File: config.mk
export PLATFORM = sky130hd
export DESIGN_NAME = countdown_tick_ctrl
export DESIGN_NICKNAME = d
export VERILOG_FILES = /design/src/rtl/countdown_tick_ctrl.sv
export SDC_FILE = /design/constraint.sdc
export NUM_CORES = 1
export LEC_CHECK = 0
export ABC_AREA = 1
export CELL_PAD_IN_SITES_DETAIL_PLACEMENT = 0
export CELL_PAD_IN_SITES_GLOBAL_PLACEMENT = 1
export CORE_UTILIZATION = 40
export CTS_CLUSTER_DIAMETER = 120
export DETAILED_ROUTE_END_ITERATION = 8
export GPL_ROUTABILITY_DRIVEN = 0
export PLACE_DENSITY_LB_ADDON = 0.1
export SYNTH_ARGS = -nofsm -noshare
export SYNTH_HDL_FRONTEND = slang
export SYNTH_SLANG_ARGS = --single-unit
File: constraint.sdc
create_clock -name clk -period 3.5 [get_ports clk]
set_input_delay 0.7 -clock clk [delete_from_list [all_inputs] [get_ports clk]]
set_output_delay 0.7 -clock clk [all_outputs]
set_load 0.1 [all_outputs]
File: src/rtl/countdown_tick_ctrl.sv
// rtl/countdown_tick_ctrl.sv - reload, prescaled tick pacing and expiry control for a down counter

module countdown_tick_ctrl #(
    parameter int DIV_W        = 16,
    parameter int GUARD_CYCLES = 2
) (
    input  logic             clk,
    input  logic             n_reset,
    input  logic             go,
    input  logic             pause,
    input  logic             abort,
    input  logic [DIV_W-1:0] div_value,
    input  logic             expired,
    output logic             cnt_n_reset,
    output logic             tick,
    output logic             running,
    output logic             paused,
    output logic             done
);

    typedef enum logic [2:0] {
        S_IDLE,
        S_LOAD,
        S_RUN,
        S_PAUSE,
        S_DONE
    } state_t;

    // Guard window length; legal GUARD_CYCLES range fits in 4 bits.
    localparam logic [3:0] GUARD_INIT = 4'(GUARD_CYCLES);

    state_t           state_q, state_d;
    logic [DIV_W-1:0] presc_q, presc_d;
    logic [DIV_W-1:0] div_q,   div_d;
    logic [3:0]       guard_q, guard_d;
    logic             cnt_n_reset_q, cnt_n_reset_d;
    logic             tick_q,        tick_d;
    logic             running_q,     running_d;
    logic             paused_q,      paused_d;
    logic             done_q,        done_d;

    // Next-state, prescaler and guard logic; priority abort > expiry > pause > tick.
    always_comb begin
        state_d = state_q;
        presc_d = presc_q;
        div_d   = div_q;
        guard_d = guard_q;
        tick_d  = 1'b0;
        case (state_q)
            S_IDLE: begin
                if (go && !abort) begin
                    state_d = S_LOAD;
                    div_d   = div_value;
                end
            end
            S_LOAD: begin
                presc_d = '0;
                guard_d = GUARD_INIT;
                state_d = abort ? S_IDLE : S_RUN;
            end
            S_RUN: begin
                if (abort) begin
                    state_d = S_IDLE;
                end else if (expired && (guard_q == 4'd0)) begin
                    // Prescaler frozen and the would-be tick dropped.
                    state_d = S_DONE;
                end else if (pause) begin
                    state_d = S_PAUSE;
                end else begin
                    if (presc_q == div_q) begin
                        presc_d = '0;
                        tick_d  = 1'b1;
                    end else begin
                        presc_d = presc_q + DIV_W'(1);
                    end
                    if (guard_q != 4'd0) begin
                        guard_d = guard_q - 4'd1;
                    end
                end
            end
            S_PAUSE: begin
                // Prescaler and guard hold so the period resumes where it left off.
                if (abort) begin
                    state_d = S_IDLE;
                end else if (!pause) begin
                    state_d = S_RUN;
                end
            end
            S_DONE: begin
                state_d = S_IDLE;
            end
            default: begin
                state_d = S_IDLE;
            end
        endcase
    end

    // Outputs are registered from the upcoming state so they line up with it.
    always_comb begin
        cnt_n_reset_d = (state_d != S_LOAD);
        running_d     = (state_d == S_LOAD) || (state_d == S_RUN) || (state_d == S_PAUSE);
        paused_d      = (state_d == S_PAUSE);
        done_d        = (state_d == S_DONE);
    end

    // State, datapath and output registers with asynchronous reset.
    always_ff @(posedge clk or negedge n_reset) begin
        if (!n_reset) begin
            state_q       <= S_IDLE;
            presc_q       <= '0;
            div_q         <= '0;
            guard_q       <= 4'd0;
            cnt_n_reset_q <= 1'b1;
            tick_q        <= 1'b0;
            running_q     <= 1'b0;
            paused_q      <= 1'b0;
            done_q        <= 1'b0;
        end else begin
            state_q       <= state_d;
            presc_q       <= presc_d;
            div_q         <= div_d;
            guard_q       <= guard_d;
            cnt_n_reset_q <= cnt_n_reset_d;
            tick_q        <= tick_d;
            running_q     <= running_d;
            paused_q      <= paused_d;
            done_q        <= done_d;
        end
    end

    assign cnt_n_reset = cnt_n_reset_q;
    assign tick        = tick_q;
    assign running     = running_q;
    assign paused      = paused_q;
    assign done        = done_q;

endmodule

==> flow_metrics.py <==
metrics = {
    "status": {
        "outcome": "finished clean",
    },
    "clock_tree": {
        "cts_sinks": 44,
        "cts_tree": "built",
        "cts_made_buffers": 5,
        "cts_root_buf": "clkbuf_8",
        "hold_buffers": 0,
        "cts.path.max_buffers": 2,
        "postCtsSetupBuffers": 0,
        "path_clk_slew_ns": 0.08,
        "cts_resized": 0,
        "htreeDepth": 2,
        "clk-insertion-delay-late_ns": 0.30,
    },
    "synth": {
        "synthTopCellsByCount": "nand2_1 (110), inv_1 (47), nor2_1 (45)",
        "yosys_warnings": 0,
        "synth_top_area_share_pct": 43.48,
        "synth_cell_type_count": 27,
        "synthTopCellsByArea": "dfrtp_1 (43%), nand2_1 (17%), inv_1 (7.1%)",
        "synth_flop_cell": "dfrtp_1",
        "synth_edf_count": 0,
        "synthArstFlopShare_pct": 100.0,
        "seq_area_frac_synth_pct": 44.54,
        "synth.most_common_cell": "nand2_1",
        "syn_inst": 349,
        "syn_nets": 373,
        "netlist_area_sq_um": 2475,
        "syn_area_per_cell_sq_um": 7.091,
        "ys_seq_elements": 44,
        "yosys.area.top_type": "dfrtp_1",
    },
    "critical_path": {
        "path_max_fanout": 1,
        "worstSetupStartpoint": "tick$_DFF_PN0_",
        "critical_path_class": "reg2out",
        "crit_cells": 1,
        "cp_slowest_cell": "clkdlybuf4s50_1",
        "path_buf_inv": 1,
        "r2r_end": "presc_q[15]$_DFFE_PN0P_",
        "cpLargestDelayFamily": "buffers and inverters",
        "r2r-start": "state_q[2]$_DFF_PN0_",
        "worstPathArrival_ns": 1.77,
        "reg2reg_depth": 8,
        "reg2reg_slack_ns": 1.30,
        "setup.worst_path.end_class": "primary output",
        "cp-start-kind": "flop",
        "crit_end": "tick",
        "crit_chain": "clkdlybuf4s50_1",
        "required_ns": 2.80,
        "critPathMaxStageDelay_ns": 1.12,
    },
    "grt": {
        "antenna_found_initial": 0,
        "grt_pass1_wl_um": 8928,
        "grt_max_degree": 45,
        "grt_pass1_vias": 1885,
        "grt_use_total_pct": 18.27,
        "grt_overflow_total": 0,
    },
    "sta": {
        "max_slew_margin_pct": 33.71,
        "worstMarginPinSlew_ns": 0.9943,
        "hold_viol_final": 0,
        "skew_ns": 0.006056,
        "rsz0062_at_grt": "false",
        "drv_slew": 0,
        "fin_crit_ns": 2.467,
        "max_freq_mhz": 405.4,
        "finalSetupViolCount": 0,
        "setup-tns-final_ns": 0,
        "min_period_over_period_pct": 70.48,
    },
    "route": {
        "vias": 2113,
        "wl_per_cell_um": 11.64,
        "drc": 0,
        "initialDrtViolationCount": 118,
        "viasPerCell": 4.696,
        "routed_wl_um": 5240,
        "antenna_left": 0,
        "dr.pass1.iters": 4,
    },
    "finish": {
        "finish.instance_area_sq_um": 2874,
        "num_antenna_cells": 0,
        "final_core_util_pct": 48.26,
        "layout.nets": 398,
        "multi_input_area_sq_um": 1119,
        "fill_cells": 650,
        "ff_latch_area_sq_um": 1102,
        "area_growth_pct": 16.13,
        "drive_gt1_share_pct": 5.867,
    },
    "floorplan": {
        "die_w_um": 80.66,
        "core_region_area_sq_um": 5956,
        "io_pins": 27,
        "rows": 28,
        "die_area_sq_um": 6506,
        "start_util_pct": 41.55,
        "die_h_um": 80.66,
    },
    "power": {
        "ir_drop_v": 0.0003063,
        "power-per-cell-area_nw_per_um2": 545.7,
        "power.leakage_nw": 1.430,
    },
    "placement": {
        "io_buffers": 26,
        "dpl_cell_area_sq_um": 2774,
        "dp_hpwl_um": 3785,
    },
    "min_path": {
        "hp-class": "reg2reg",
    },
    "run": {
        "cap_violations": 0,
    },
}
-- per-stage QoR --
stage / std cells / total power [mW] / setup slack (ns) / hold slack [ns]
global placement: 442 / 1.223 / 0.8833 / 0.5166
CTS: 450 / 1.592 / 1.016 / 0.5396
global route: 450 / 1.694 / 0.9806 / 0.5609
finish: 450 / 1.568 / 1.033 / 0.5374
floorplan: 349 / 1.108 / 1.899 / 0.4044
detailed placement: 442 / 1.232 / 0.8087 / 0.5269
-- worst min path at each step --
stage / startpoint / end / slack [ns] / depth (start not counted)
detailed placement: div_q[14]$_DFFE_PN0P_ / div_q[14]$_DFFE_PN0P_ / 0.53 / 2
floorplan: n_reset / div_q[0]$_DFFE_PN0P_ / 0.40 / 0
CTS: div_q[14]$_DFFE_PN0P_ / div_q[14]$_DFFE_PN0P_ / 0.54 / 2
global placement: div_q[14]$_DFFE_PN0P_ / div_q[14]$_DFFE_PN0P_ / 0.52 / 2
finish: div_q[5]$_DFFE_PN0P_ / div_q[5]$_DFFE_PN0P_ / 0.54 / 2
global route: div_q[5]$_DFFE_PN0P_ / div_q[5]$_DFFE_PN0P_ / 0.56 / 2
-- cell type report --
cell class | count | share of cell area [%]
Multi-Input combinational cell | 245 | 38.92
Sequential cell | 44 | 38.35
Timing Repair Buffer | 29 | 9.578
Inverter | 49 | 6.400
Clock buffer | 8 | 3.483
Tap cell | 75 | 3.265
-- registers in the layout, indices dropped and copies added (netlist names) --
register     cells
cnt_n_reset      1
tick             1
running          1
guard_q          4
done             1
state_q          3
paused           1
presc_q         16
div_q           16
-- worst register-to-register path: stages, from the launching register on --
cell and delay, ns:
dfrtp_1 0.43, inv_1 0.10, nand2_1 0.06, nor2_2 0.44, nand2_4 0.14, a21oi_4 0.56, nand3_1 0.17, nand2_1 0.11
a21oi_1 0.04
-- per-layer routing --
metal	global-route usage [%]	vias up	routed length, um
met5	0	-	0
met4	5.714	0	57
met3	3.750	5	131
met2	27.63	24	2283
met1	25.90	946	2768
li1	-	1138	-
-- report_power, final --
group          internal (mW)  leakage, nW  switching [mW]
sequential             0.619        0.554          0.0657
combinational          0.175        0.824           0.353
clock                  0.180       0.0515           0.175
total                  0.975         1.43           0.594
-- cells in the final DEF (no fill, tap or decap), types with 2 or more instances in the layout --
| master | synthesis | routed |
|---|---|---|
| nand4_1 | 6 | 6 |
| dfrtp_1 | 43 | 43 |
| a211oi_1 | 2 | 2 |
| inv_2 | 2 | 2 |
| inv_1 | 47 | 47 |
| mux2_2 | 2 | 2 |
| nand2_1 | 110 | 110 |
| nand3_1 | 34 | 34 |
| clkbuf_8 | 0 | 7 |
| xor2_1 | 3 | 3 |
| clkdlybuf4s50_1 | 0 | 24 |
| nor3_1 | 2 | 2 |
| a21oi_1 | 28 | 28 |
| nor2_1 | 45 | 45 |
| buf_4 | 0 | 4 |
| ha_1 | 2 | 2 |
| o21ai_0 | 2 | 2 |
-- logic make-up after synthesis --
logic type | Yosys count | synth area share (%)
and+or+nand+nor | 203 | 34.28
buffers and inverters | 60 | 10.26
DFF | 44 | 44.54
AOI/OAI and AO/OA | 34 | 7.583
xor gates and xnor gates | 4 | 1.416
muxes | 2 | 0.9099
adders and majority gates | 2 | 1.011
No activity file was read; power rests on OpenSTA's default activity.
